===== src/rtl/pipeline_hazard_sequencer_pkg.sv =====
// Shared NTP pipeline definitions: opcodes, instruction field slices, sequencer states
// and the shadow-stage record used by the hazard sequencer.
package pipeline_hazard_sequencer_pkg;

    localparam logic [4:0] OP_LD     = 5'b10100;
    localparam logic [4:0] OP_ST     = 5'b10101;
    localparam logic [4:0] OP_JMP    = 5'b11000;
    localparam logic [2:0] OP_CJ_PFX = 3'b111;

    localparam int unsigned OP_MSB = 23;
    localparam int unsigned OP_LSB = 19;
    localparam int unsigned RW_MSB = 18;
    localparam int unsigned RW_LSB = 14;
    localparam int unsigned RA_MSB = 13;
    localparam int unsigned RA_LSB = 9;
    localparam int unsigned RB_MSB = 8;
    localparam int unsigned RB_LSB = 4;

    typedef enum logic [1:0] {
        BOOT,
        RUN,
        MEM_WAIT
    } seq_state_t;

    typedef struct packed {
        logic       valid;
        logic [4:0] op;
        logic [4:0] rw;
    } stage_t;

    function automatic logic is_cj(input logic [4:0] op);
        return op[4:2] == OP_CJ_PFX;
    endfunction

    function automatic logic is_mem(input logic [4:0] op);
        return (op == OP_LD) || (op == OP_ST);
    endfunction

    // Jumps carry a target in RA/RB, not register operands.
    function automatic logic skips_dep(input logic [4:0] op);
        return (op == OP_JMP) || is_cj(op);
    endfunction

endpackage


===== src/rtl/pipeline_hazard_sequencer_if.sv =====
// Handshake bundle between the NTP datapath and the hazard sequencer.
interface pipeline_hazard_sequencer_if #(
    parameter int unsigned CNT_W = 16
);
    logic [23:0]      ins;
    logic             ins_valid;
    logic             br_taken;
    logic             mem_ack;
    logic             fetch_en;
    logic             pipe_en;
    logic             bubble_ex;
    logic             flush_if;
    logic             flush_dec;
    logic             mem_req;
    logic             mem_err;
    logic [CNT_W-1:0] stall_cnt;
    logic [CNT_W-1:0] flush_cnt;

    modport master (
        output ins, ins_valid, br_taken, mem_ack,
        input  fetch_en, pipe_en, bubble_ex, flush_if, flush_dec,
               mem_req, mem_err, stall_cnt, flush_cnt
    );

    modport slave (
        input  ins, ins_valid, br_taken, mem_ack,
        output fetch_en, pipe_en, bubble_ex, flush_if, flush_dec,
               mem_req, mem_err, stall_cnt, flush_cnt
    );
endinterface


===== src/rtl/hazard_sat_counter.sv =====
// Saturating event counter: holds at all-ones instead of wrapping.
module hazard_sat_counter #(
    parameter int unsigned CNT_W = 16
) (
    input  logic             clk,
    input  logic             reset,
    input  logic             inc,
    input  logic             clr,
    output logic [CNT_W-1:0] count
);

    always_ff @(posedge clk or posedge reset) begin
        if (reset) begin
            count <= '0;
        end else if (clr) begin
            count <= '0;
        end else if (inc && (count != '1)) begin
            count <= count + CNT_W'(1);
        end
    end

endmodule


===== src/rtl/pipeline_hazard_sequencer.sv =====
// NTP 5-stage pipeline sequencer: shadows DEC/EX/DM occupancy and drives the PC and
// pipeline-register enables for load-use stalls, jump/branch flushes and memory waits.
module pipeline_hazard_sequencer
    import pipeline_hazard_sequencer_pkg::*;
#(
    parameter int unsigned MEM_TIMEOUT = 15,
    parameter int unsigned CNT_W       = 16
) (
    input  logic                         clk,
    input  logic                         reset,
    pipeline_hazard_sequencer_if.slave   bus
);

    localparam logic [7:0] TO_LAST = 8'(MEM_TIMEOUT - 1);

    seq_state_t state;
    stage_t     dec_q, ex_q, dm_q;
    logic [7:0] wait_cnt;
    logic       lu_block;

    logic [4:0] ins_op, ins_rw, ins_ra, ins_rb;
    logic       unused_ins_bits;
    logic       mem_req, mem_hold, cj_taken, lu_hit;
    logic       fetch_en, pipe_en, bubble_ex, flush_if, flush_dec, mem_err;
    logic       stall_inc, flush_inc;
    logic [CNT_W-1:0] stall_cnt, flush_cnt;

    assign ins_op          = bus.ins[OP_MSB:OP_LSB];
    assign ins_rw          = bus.ins[RW_MSB:RW_LSB];
    assign ins_ra          = bus.ins[RA_MSB:RA_LSB];
    assign ins_rb          = bus.ins[RB_MSB:RB_LSB];
    assign unused_ins_bits = ^bus.ins[3:0];

    assign mem_req  = (state != BOOT) && dm_q.valid && is_mem(dm_q.op);
    assign mem_hold = mem_req && !bus.mem_ack;
    assign cj_taken = ex_q.valid && is_cj(ex_q.op) && bus.br_taken;
    // lu_block limits a load-use stall to one cycle while the same pair is still visible.
    assign lu_hit   = !lu_block && dec_q.valid && (dec_q.op == OP_LD) && (dec_q.rw != '0)
                      && bus.ins_valid && !skips_dep(ins_op)
                      && ((ins_ra == dec_q.rw) || (ins_rb == dec_q.rw));

    always_comb begin
        fetch_en  = 1'b0;
        pipe_en   = 1'b0;
        bubble_ex = 1'b0;
        flush_if  = 1'b0;
        flush_dec = 1'b0;
        mem_err   = 1'b0;
        case (state)
            RUN: begin
                if (mem_hold) begin
                    fetch_en = 1'b0;
                end else if (cj_taken) begin
                    fetch_en  = 1'b1;
                    pipe_en   = 1'b1;
                    flush_if  = 1'b1;
                    flush_dec = 1'b1;
                end else if (lu_hit) begin
                    pipe_en   = 1'b1;
                    bubble_ex = 1'b1;
                end else if (dec_q.valid && (dec_q.op == OP_JMP)) begin
                    fetch_en = 1'b1;
                    pipe_en  = 1'b1;
                    flush_if = 1'b1;
                end else begin
                    fetch_en = 1'b1;
                    pipe_en  = 1'b1;
                end
            end
            MEM_WAIT: begin
                if (bus.mem_ack) begin
                    fetch_en = 1'b1;
                    pipe_en  = 1'b1;
                end else if (wait_cnt == TO_LAST) begin
                    fetch_en = 1'b1;
                    pipe_en  = 1'b1;
                    mem_err  = 1'b1;
                end
            end
            default: begin
                fetch_en = 1'b0;
            end
        endcase
    end

    assign stall_inc = (state != BOOT) && !fetch_en;
    assign flush_inc = flush_if;

    always_ff @(posedge clk or posedge reset) begin
        if (reset) begin
            state    <= BOOT;
            wait_cnt <= '0;
            lu_block <= 1'b0;
            dec_q    <= '0;
            ex_q     <= '0;
            dm_q     <= '0;
        end else begin
            lu_block <= bubble_ex;
            case (state)
                BOOT: state <= RUN;
                RUN: begin
                    if (mem_hold) begin
                        state    <= MEM_WAIT;
                        wait_cnt <= '0;
                    end
                end
                MEM_WAIT: begin
                    if (pipe_en) state <= RUN;
                    else         wait_cnt <= wait_cnt + 8'd1;
                end
                default: state <= BOOT;
            endcase
            if (pipe_en) begin
                dm_q <= ex_q;
                ex_q <= (bubble_ex || flush_dec) ? '0 : dec_q;
                if (fetch_en) begin
                    dec_q <= flush_if ? '0 : {bus.ins_valid, ins_op, ins_rw};
                end
            end
        end
    end

    hazard_sat_counter #(.CNT_W(CNT_W)) u_stall_cnt (
        .clk   (clk),
        .reset (reset),
        .inc   (stall_inc),
        .clr   (1'b0),
        .count (stall_cnt)
    );

    hazard_sat_counter #(.CNT_W(CNT_W)) u_flush_cnt (
        .clk   (clk),
        .reset (reset),
        .inc   (flush_inc),
        .clr   (1'b0),
        .count (flush_cnt)
    );

    assign bus.fetch_en  = fetch_en;
    assign bus.pipe_en   = pipe_en;
    assign bus.bubble_ex = bubble_ex;
    assign bus.flush_if  = flush_if;
    assign bus.flush_dec = flush_dec;
    assign bus.mem_req   = mem_req;
    assign bus.mem_err   = mem_err;
    assign bus.stall_cnt = stall_cnt;
    assign bus.flush_cnt = flush_cnt;

endmodule


===== src/flat_wrapper.sv =====
// flat-port wrapper written by rule: the top's interface ports become plain ports
module pipeline_hazard_sequencer_flat import pipeline_hazard_sequencer_pkg::*;
#(
    parameter int unsigned MEM_TIMEOUT = 15,
    parameter int unsigned CNT_W       = 16
)
  (clk, reset, bus_ins, bus_ins_valid, bus_br_taken, bus_mem_ack, bus_fetch_en, bus_pipe_en, bus_bubble_ex, bus_flush_if, bus_flush_dec, bus_mem_req, bus_mem_err, bus_stall_cnt, bus_flush_cnt);
  pipeline_hazard_sequencer_if #(.CNT_W(CNT_W)) bus_i ();
  input  logic clk;
  input  logic reset;
  input wire logic [$bits(bus_i.ins)-1:0] bus_ins;
  input wire logic [$bits(bus_i.ins_valid)-1:0] bus_ins_valid;
  input wire logic [$bits(bus_i.br_taken)-1:0] bus_br_taken;
  input wire logic [$bits(bus_i.mem_ack)-1:0] bus_mem_ack;
  output wire logic [$bits(bus_i.fetch_en)-1:0] bus_fetch_en;
  output wire logic [$bits(bus_i.pipe_en)-1:0] bus_pipe_en;
  output wire logic [$bits(bus_i.bubble_ex)-1:0] bus_bubble_ex;
  output wire logic [$bits(bus_i.flush_if)-1:0] bus_flush_if;
  output wire logic [$bits(bus_i.flush_dec)-1:0] bus_flush_dec;
  output wire logic [$bits(bus_i.mem_req)-1:0] bus_mem_req;
  output wire logic [$bits(bus_i.mem_err)-1:0] bus_mem_err;
  output wire logic [$bits(bus_i.stall_cnt)-1:0] bus_stall_cnt;
  output wire logic [$bits(bus_i.flush_cnt)-1:0] bus_flush_cnt;
  assign bus_i.ins = bus_ins;
  assign bus_i.ins_valid = bus_ins_valid;
  assign bus_i.br_taken = bus_br_taken;
  assign bus_i.mem_ack = bus_mem_ack;
  assign bus_fetch_en = bus_i.fetch_en;
  assign bus_pipe_en = bus_i.pipe_en;
  assign bus_bubble_ex = bus_i.bubble_ex;
  assign bus_flush_if = bus_i.flush_if;
  assign bus_flush_dec = bus_i.flush_dec;
  assign bus_mem_req = bus_i.mem_req;
  assign bus_mem_err = bus_i.mem_err;
  assign bus_stall_cnt = bus_i.stall_cnt;
  assign bus_flush_cnt = bus_i.flush_cnt;
  pipeline_hazard_sequencer #(.MEM_TIMEOUT(MEM_TIMEOUT), .CNT_W(CNT_W)) u_core (.clk(clk), .reset(reset), .bus(bus_i));
endmodule

===== config.mk =====
export PLATFORM = sky130hd
export DESIGN_NAME = pipeline_hazard_sequencer_flat
export DESIGN_NICKNAME = d
export VERILOG_FILES = /design/src/rtl/pipeline_hazard_sequencer_pkg.sv /design/src/rtl/pipeline_hazard_sequencer_if.sv /design/src/rtl/hazard_sat_counter.sv /design/src/rtl/pipeline_hazard_sequencer.sv /design/src/flat_wrapper.sv
export SDC_FILE = /design/constraint.sdc
export NUM_CORES = 1
export LEC_CHECK = 0
export ABC_AREA = 1
export CAP_MARGIN = 30
export CORE_ASPECT_RATIO = 2
export CORE_MARGIN = 2
export CORE_UTILIZATION = 45
export CTS_BUF_LIST = sky130_fd_sc_hd__clkbuf_16
export DETAILED_ROUTE_END_ITERATION = 7
export GPL_ROUTABILITY_DRIVEN = 0
export PLACE_DENSITY = 0.75
export SKIP_CTS_REPAIR_TIMING = 1
export SLEW_MARGIN = 20
export SYNTH_ARGS = -nofsm -noshare
export SYNTH_HDL_FRONTEND = slang
export SYNTH_SLANG_ARGS = --single-unit

===== constraint.sdc =====
create_clock -name clk -period 4.95 [get_ports clk]
set_input_delay 0.7425 -clock clk [delete_from_list [all_inputs] [get_ports clk]]
set_output_delay 0.7425 -clock clk [all_outputs]
set_load 0.05 [all_outputs]

==> results_tabular.tex, run 1 <==
\begin{tabular}{lr}
\hline
Metric & Value \\
\hline
\multicolumn{2}{l}{\textbf{STA}} \\
Number of pins with negative max-slew slack in the final report & 0 \\
Max-slew headroom at the worst pin & 0.495 \\
Minimum setup slack in the final design & 1.27 ns \\
Transition time of the tightest slew-check pin & 0.757 ns \\
Min Clock Period, post-route & 3.68 ns \\
Period utilization & 0.744 \\
Total Neg Setup Slack & 0 ns \\
Worst clock skew & 0.00629 ns \\
Final number of hold-violating endpoints & 0 \\
Max frequency & 0.271 GHz \\
Setup repair after global routing missed its margin & no \\
Total setup violations reported at the end of the flow & 0 \\
\multicolumn{2}{l}{\textbf{Worst setup path}} \\
Setup slack of the most critical reg-to-reg path & 2.39 ns \\
Maximum net fanout on the critical path & 12 \\
Crit end category & output port \\
Kind of critical path & input port to output port \\
Required time of the critical path & 4.21 ns \\
Data arrival at the endpoint of the critical path & 2.94 ns \\
Startpoint type of the worst setup path & input port \\
\multicolumn{2}{l}{\textbf{Clocking}} \\
Root Buffer Master & sky130\_fd\_sc\_hd\_\_clkbuf\_16 \\
Clock sink count & 64 \\
TritonCTS clock tree & built \\
Clock transition at the registers of the reported paths & 0.05 ns \\
Worst-Skew Late Latency & 0.33 ns \\
Deepest level of the CTS H-tree & 3 \\
Number of clock buffers inserted by TritonCTS & 9 \\
Number of buffers between clock root and the deepest sink & 2 \\
\multicolumn{2}{l}{\textbf{Final layout}} \\
Fraction of layout instances using a drive strength above 1 & 0.0609 \\
Fill cells & 737 \\
Reg area & 1600 um2 \\
Antenna diode instance count & 0 \\
Final Net Count & 573 \\
Signed area change from the synthesized netlist to the final layout & 27.0\% \\
Area occupied by multi-input gates & 1730 um2 \\
\multicolumn{2}{l}{\textbf{Global routing}} \\
Met2 Track Usage GR & 0.364 \\
Global-route usage over all layers & 0.209 \\
First-pass GRT wire length & 13800 um \\
Most heavily used metal layer in global routing & met2 \\
Met1 usage in global routing & 0.226 \\
Number of antenna violations at the first check in global routing & 0 \\
Grt met3 use & 0.0368 \\
Vias in the first global route & 3156 \\
Overflow left after global routing & 0 \\
Pin count of the biggest net entering global routing & 41 \\
\multicolumn{2}{l}{\textbf{Synth}} \\
Portion of synthesized cell area occupied by the leading cell type & 0.442 \\
Register bit total from synthesis & 64 \\
Net count after synthesis & 508 \\
Number of standard cells after synthesis & 472 \\
Largest area contributor in the synthesized netlist & sky130\_fd\_sc\_hd\_\_dfrtp\_1 \\
Sequential-to-total area share from yosys stat & 0.442 \\
Ranking of synthesized cells by area & sky130\_fd\_sc\_hd\_\_dfrtp\_1 44\%, sky130\_fd\_sc\_hd\_\_nand2\_1 14\%, sky130\_fd\_sc\_hd\_\_xor2\_1 6.3\%, sky130\_fd\_sc\_hd\_\_inv\_1 6.0\%, sky130\_fd\_sc\_hd\_\_nand4\_1 4.5\% \\
Number of unique standard cell types used by synthesis & 28 \\
Cell area after synthesis & 3620 um2 \\
Ys Warns & 0 \\
Mean post-synth cell area & 7.68 um2 \\
\multicolumn{2}{l}{\textbf{Status}} \\
Result of the run & finished clean \\
\multicolumn{2}{l}{\textbf{Floorplanning}} \\
Die X-Extent & 67.5 um \\
IO Pins & 68 \\
Core outline area & 7890 um2 \\
Std cell rows & 46 \\
Die Y & 131 um \\
Die area & 8830 um2 \\
Starting Density & 0.460 \\
\multicolumn{2}{l}{\textbf{Drt}} \\
Via Count & 3246 \\
Antenna viol nets, final & 0 \\
DR vias/cell & 5.09 \\
Overall routed net length & 8480 um \\
Iter 0 DRT Violations & 177 \\
Count of unresolved DRC violations after routing & 0 \\
Number of iterations in the first detailed-routing pass & 5 \\
Average wire per cell in the routed design & 13.3 um \\
\multicolumn{2}{l}{\textbf{Pwr}} \\
Maximum resistive drop on vdd & 505 uV \\
Static leakage & 2.24 nW \\
P per Cell Area & 499 nW/um2 \\
\multicolumn{2}{l}{\textbf{Flow run}} \\
Total of max-cap violations & 0 \\
\multicolumn{2}{l}{\textbf{Worst hold path}} \\
Worst min-delay path class & register to register \\
\multicolumn{2}{l}{\textbf{Placed design}} \\
Buffers on Ports & 63 \\
Estimated wirelength of the detail-placed design & 6190 um \\
Worst Setup Slack post-DPL & 1.30 ns \\
\hline
\end{tabular}
==> metal layers <==
| metal | share of wire | routed length [um] |
|---|---|---|
| met1 | 0.38 | 3210 |
| met2 | 0.54 | 4560 |
| met3 | 0.045 | 378 |
| met4 | 0.039 | 332 |
| met5 | 0 | 0 |
==> flip-flops by register name, indices dropped and copies added (netlist names) <==
register                  flops
u_core.u_flush_cnt.count     16
u_core.u_stall_cnt.count     16
u_core.dec_q                 11
u_core.wait_cnt               8
u_core.dm_q                   5
u_core.ex_q                   5
u_core.state                  2
u_core.lu_block               1
==> worst max-delay path: stages <==
cell and delay [ns]:
sky130_fd_sc_hd__clkdlybuf4s50_1 0.48, sky130_fd_sc_hd__inv_1 0.06, sky130_fd_sc_hd__nand2_1 0.12, sky130_fd_sc_hd__nand2_2 0.11, sky130_fd_sc_hd__nand2_2 0.13, sky130_fd_sc_hd__nand2_1 0.23, sky130_fd_sc_hd__inv_2 0.23, sky130_fd_sc_hd__clkdlybuf4s50_1 0.83
==> per-stage QoR <==
step                hold slack, ns  utilization  cells  cell area (um2)  total power [mW]
global route                 0.510        0.584    638             4600              2.45
floorplan                    0.453            -    472             3620              1.47
finish                       0.482        0.584    638             4600              2.30
CTS                          0.486        0.584    638             4600              2.32
detailed placement           0.473        0.548    622             4320              1.70
global placement             0.469        0.548    622             4320              1.68
==> power by group <==
group	leakage [nW]	internal (mW)	switching [mW]
registers	0.850	0.654	0.122
logic	1.25	0.293	0.635
clock network	0.141	0.379	0.216
==> synth_stat cells <==
| cell | count |
|---|---|
| sky130_fd_sc_hd__a21oi_1 | 3 |
| sky130_fd_sc_hd__buf_2 | 8 |
| sky130_fd_sc_hd__buf_6 | 2 |
| sky130_fd_sc_hd__clkbuf_1 | 1 |
| sky130_fd_sc_hd__clkinv_1 | 1 |
| sky130_fd_sc_hd__dfrtp_1 | 64 |
| sky130_fd_sc_hd__ha_1 | 7 |
| sky130_fd_sc_hd__inv_1 | 58 |
| sky130_fd_sc_hd__inv_2 | 2 |
| sky130_fd_sc_hd__mux2_2 | 1 |
| sky130_fd_sc_hd__nand2_1 | 138 |
| sky130_fd_sc_hd__nand2_2 | 5 |
| sky130_fd_sc_hd__nand2_4 | 1 |
| sky130_fd_sc_hd__nand3_1 | 24 |
| sky130_fd_sc_hd__nand3_2 | 1 |
| sky130_fd_sc_hd__nand3b_1 | 1 |
| sky130_fd_sc_hd__nand4_1 | 26 |
| sky130_fd_sc_hd__nor2_1 | 36 |
| sky130_fd_sc_hd__nor2_2 | 5 |
| sky130_fd_sc_hd__nor2_4 | 2 |
| sky130_fd_sc_hd__nor3_1 | 19 |
| sky130_fd_sc_hd__nor3_2 | 2 |
| sky130_fd_sc_hd__o21ai_0 | 26 |
| sky130_fd_sc_hd__o21ai_1 | 5 |
| sky130_fd_sc_hd__o21bai_1 | 1 |
| sky130_fd_sc_hd__or2_0 | 1 |
| sky130_fd_sc_hd__xnor2_1 | 6 |
| sky130_fd_sc_hd__xor2_1 | 26 |
==> area by class of cell <==
class | instances | area share
Multi-Input combinational cell | 336 | 0.375
Sequential cell | 64 | 0.348
Timing Repair Buffer | 65 | 0.140
Inverter | 61 | 0.0497
Clock buffer | 9 | 0.0489
Tap cell | 96 | 0.0261
Clock inverter | 7 | 0.0117
==> final timing paths <==
kind / endpoint / start / cells past startpoint
min in group asynchronous: u_core.u_flush_cnt.count[12] / reset / 2
min: u_core.dec_q[5] / u_core.dec_q[5] / 2
max reg2reg: u_core.u_stall_cnt.count[0] / u_core.state[1] / 15
max: bus_pipe_en / bus_mem_ack / 8
min reg2reg: u_core.dec_q[5] / u_core.dec_q[5] / 2
max in group asynchronous: u_core.dec_q[0] / reset / 3
==> kinds of logic (layout without fill, tap and decap cells) <==
kind of cell,after synthesis,after routing,share of synthesized area
AND/OR/NAND/NOR,261,261,0.323
buffers and inverters,72,142,0.0815
flip-flops,64,64,0.442
AO/OA/AOI/OAI,35,35,0.0490
XOR/XNOR,32,32,0.0773
adder cells (fa/ha/maj),7,7,0.0242
multiplexers,1,1,0.00311
==> placed cells by master, fill, tap and decap left out, types with 2 or more instances in the layout <==
master,count
sky130_fd_sc_hd__xnor2_1,6
sky130_fd_sc_hd__xor2_1,26
sky130_fd_sc_hd__inv_1,58
sky130_fd_sc_hd__clkbuf_16,9
sky130_fd_sc_hd__inv_2,3
sky130_fd_sc_hd__nand2_2,5
sky130_fd_sc_hd__nand3_1,24
sky130_fd_sc_hd__ha_1,7
sky130_fd_sc_hd__dfrtp_1,64
sky130_fd_sc_hd__a21oi_1,3
sky130_fd_sc_hd__o21ai_1,5
sky130_fd_sc_hd__nor2_4,2
sky130_fd_sc_hd__nor2_2,5
sky130_fd_sc_hd__clkinv_1,5
sky130_fd_sc_hd__nor3_1,19
sky130_fd_sc_hd__nor2_1,36
sky130_fd_sc_hd__clkdlybuf4s50_1,63
sky130_fd_sc_hd__nand4_1,26
sky130_fd_sc_hd__nor3_2,2
sky130_fd_sc_hd__nand2_1,138
sky130_fd_sc_hd__o21ai_0,26
sky130_fd_sc_hd__buf_4,2
Note: power is estimated with default switching activity, not from simulation.
==> inputs of run 2 (changes only) <==
--- a/config.mk
+++ b/config.mk
@@ -13,7 +13,7 @@
 export CTS_BUF_LIST = sky130_fd_sc_hd__clkbuf_16
 export DETAILED_ROUTE_END_ITERATION = 7
 export GPL_ROUTABILITY_DRIVEN = 0
-export PLACE_DENSITY = 0.75
+export PLACE_DENSITY = 0.78
 export SKIP_CTS_REPAIR_TIMING = 1
 export SLEW_MARGIN = 20
 export SYNTH_ARGS = -nofsm -noshare
==> constraint.sdc (replaced) <==
create_clock -name clk -period 3.15 [get_ports clk]
set_input_delay 0.4725 -clock clk [delete_from_list [all_inputs] [get_ports clk]]
set_output_delay 0.4725 -clock clk [all_outputs]
set_load 0.05 [all_outputs]
==> results_tabular.tex, run 2 (same netlist as run 1, synthesis figures left out) <==
\begin{tabular}{lr}
\hline
Metric & Value \\
\hline
\multicolumn{2}{l}{\textbf{STA}} \\
Number of pins with negative max-slew slack in the final report & 0 (unchanged) \\
Final number of hold-violating endpoints & 0 (unchanged) \\
Max frequency & 0.345 GHz \\
Worst clock skew & 0.00536 ns (-0.000929 ns) \\
Total Neg Setup Slack & 0 ns (unchanged) \\
Max-slew headroom at the worst pin & 0.455 (-0.0402) \\
Min Clock Period, post-route & 2.90 ns \\
Total setup violations reported at the end of the flow & 0 (unchanged) \\
Minimum setup slack in the final design & 0.252 ns (-1.01 ns) \\
Period utilization & 0.920 \\
Setup repair after global routing missed its margin & no \\
Transition time of the tightest slew-check pin & 0.818 ns (+0.0614 ns) \\
\multicolumn{2}{l}{\textbf{Pwr}} \\
P\_int & 2.00 mW (+51\%) \\
Static leakage & 2.24 nW (about the same) \\
Switching power & 1.52 mW (+56\%) \\
Power consumption & 3.52 mW (+53\%) \\
Clock network fraction of design power & 0.244 (-0.015) \\
Comb pwr share & 0.412 (+0.008) \\
Switching share of power & 0.432 (+0.00920) \\
P per Cell Area & 770 nW/um2 (+54\%) \\
Maximum resistive drop on vdd & 818 uV (+62\%) \\
Sequential fraction of design power & 0.344 (+0.006) \\
\multicolumn{2}{l}{\textbf{Worst setup path}} \\
Startpoint type of the worst setup path & register \\
Maximum net fanout on the critical path & 3 (-9) \\
Crit end category & output port \\
Kind of critical path & register to output port \\
Required time of the critical path & 2.68 ns (-1.53 ns) \\
Crit-path slowest cell & sky130\_fd\_sc\_hd\_\_clkdlybuf4s50\_1 \\
Critical path's most frequent cell & sky130\_fd\_sc\_hd\_\_nand2\_1 \\
Worst path cell trace & inv\_1 -> ha\_1 -> nor2\_1 -> nand3\_1 -> nor2\_2 -> nand2\_1 -> nand2\_1 -> nor2\_4 -> clkdlybuf4s50\_1 \\
CP peak stage delay & 0.83 ns (about the same) \\
Data arrival at the endpoint of the critical path & 2.43 ns (-0.51 ns) \\
\multicolumn{2}{l}{\textbf{Final layout}} \\
Signed area change from the synthesized netlist to the final layout & 26.1\% \\
Fraction of layout instances using a drive strength above 1 & 0.0702 (+0.00935) \\
Fill cells & 712 (-3.4\%) \\
Top Registers & u\_core.u\_flush\_cnt.count (16), u\_core.u\_stall\_cnt.count (16), u\_core.dec\_q (11) \\
Most frequent standard cell in the layout excluding fill and tap cells & sky130\_fd\_sc\_hd\_\_nand2\_1 \\
Highest-count cells in the layout ignoring fill and taps & 138 x sky130\_fd\_sc\_hd\_\_nand2\_1, 64 x sky130\_fd\_sc\_hd\_\_dfrtp\_1, 60 x sky130\_fd\_sc\_hd\_\_clkdlybuf4s50\_1 \\
Antenna diode instance count & 0 (unchanged) \\
Final core utilization & 0.580 (-0.00397) \\
Final Net Count & 573 (unchanged) \\
\multicolumn{2}{l}{\textbf{Drt}} \\
DR vias/cell & 5.13 (+0.80\%) \\
Number of iterations in the first detailed-routing pass & 4 (-1) \\
Overall routed net length & 8570 um (+0.98\%) \\
Via Count & 3267 (+0.65\%) \\
Antenna viol nets, final & 0 (unchanged) \\
Iter 0 DRT Violations & 291 (+64\%) \\
Average wire per cell in the routed design & 13.4 um (+1.1\%) \\
Count of unresolved DRC violations after routing & 0 (unchanged) \\
\multicolumn{2}{l}{\textbf{Placed design}} \\
Buffers on Ports & 63 (unchanged) \\
Estimated wirelength of the detail-placed design & 6140 um (-0.87\%) \\
Worst Setup Slack post-DPL & 0.401 ns (-0.902 ns) \\
\multicolumn{2}{l}{\textbf{Clocking}} \\
Number of clock buffers inserted by TritonCTS & 9 (unchanged) \\
Deepest level of the CTS H-tree & 3 (unchanged) \\
Root Buffer Master & sky130\_fd\_sc\_hd\_\_clkbuf\_16 \\
TritonCTS clock tree & built \\
Number of buffers between clock root and the deepest sink & 2 (unchanged) \\
Clock sink count & 64 (unchanged) \\
Worst-Skew Late Latency & 0.33 ns (about the same) \\
Clock transition at the registers of the reported paths & 0.05 ns (about the same) \\
\multicolumn{2}{l}{\textbf{Flow run}} \\
Total of max-cap violations & 0 (unchanged) \\
\multicolumn{2}{l}{\textbf{Floorplanning}} \\
Starting Density & 0.460 (unchanged) \\
Die Y & 131 um (unchanged) \\
Die area & 8830 um2 (unchanged) \\
Std cell rows & 46 (unchanged) \\
IO Pins & 68 (unchanged) \\
Core outline area & 7890 um2 (unchanged) \\
Die X-Extent & 67.5 um (unchanged) \\
\multicolumn{2}{l}{\textbf{Global routing}} \\
Number of antenna violations at the first check in global routing & 0 (unchanged) \\
Pin count of the biggest net entering global routing & 65 (+59\%) \\
Overflow left after global routing & 0 (unchanged) \\
First-pass GRT wire length & 13800 um (about the same) \\
Vias in the first global route & 3165 (+0.29\%) \\
Global-route usage over all layers & 0.208 (-0.00127) \\
\multicolumn{2}{l}{\textbf{Worst hold path}} \\
Worst min-delay path class & register to register \\
\multicolumn{2}{l}{\textbf{Status}} \\
Result of the run & finished clean \\
\hline
\end{tabular}
## run 2: changes by cell type in the layout (fill, tap and decap cells not counted)
cell / change
sky130_fd_sc_hd__inv_1: +1
sky130_fd_sc_hd__bufinv_16: -1
sky130_fd_sc_hd__clkdlybuf4s50_1: -3
sky130_fd_sc_hd__clkinv_2: +2
sky130_fd_sc_hd__buf_4: +3
sky130_fd_sc_hd__clkinv_1: -4
sky130_fd_sc_hd__clkinvlp_4: +1
## run 2: power groups by stage
stage | registers (mW) | logic (mW) | clock network [mW]
CTS | 1.21 | 1.46 | 0.883
detailed placement | 1.22 | 1.45 | 0
global placement | 1.21 | 1.40 | 0
finish | 1.21 | 1.45 | 0.858
global route | 1.23 | 1.62 | 0.916
floorplan | 1.34 | 0.963 | 0
## run 2: final timing paths
check / depth (start not counted) / slack, ns / from / end
worst min-delay path: 2 / 0.49 / u_core.dm_q[6] / u_core.dm_q[6]
max in group asynchronous: 3 / 1.90 / reset / u_core.u_stall_cnt.count[5]
min in group asynchronous: 3 / 0.70 / reset / u_core.u_flush_cnt.count[8]
worst max register to register: 12 / 0.88 / u_core.state[1] / u_core.state[1]
worst max-delay path: 9 / 0.25 / u_core.state[0] / bus_flush_if
worst min register to register: 2 / 0.49 / u_core.dm_q[6] / u_core.dm_q[6]
## run 2: critical path, delay by kind of cell (launching register included)
family	cells	cell delay [ns]
buf+inv	2	0.93
flops	1	0.38
simple gates	6	0.56
fa+ha+maj	1	0.22
## run 2: routing by layer
| layer | GRT usage | vias to the layer above | part of all wire |
|---|---|---|---|
| met3 | 0.0557 | 25 | 0.044 |
| met1 | 0.222 | 1533 | 0.39 |
| met4 | 0.119 | 0 | 0.029 |
| li1 | - | 1628 | - |
| met2 | 0.357 | 81 | 0.54 |
| met5 | 0 | - | 0 |
## run 2: cell type report
type / count / area, um2 / share of cell area
tap: 96 / 120 / 0.0263
clock buffer: 9 / 225 / 0.0493
sequential: 64 / 1600 / 0.350
multi-input combinational: 336 / 1730 / 0.378
clock inverter: 6 / 30.0 / 0.00657
timing repair buffer: 65 / 638 / 0.140
inverter: 61 / 229 / 0.0501
## run 2: through the flow
step	hold slack (ns)	cells	instance area [um2]
global route	0.523	637	4570
global placement	0.469	622	4320
floorplan	0.453	472	3620
finish	0.488	637	4570
CTS	0.490	637	4570
detailed placement	0.476	622	4320
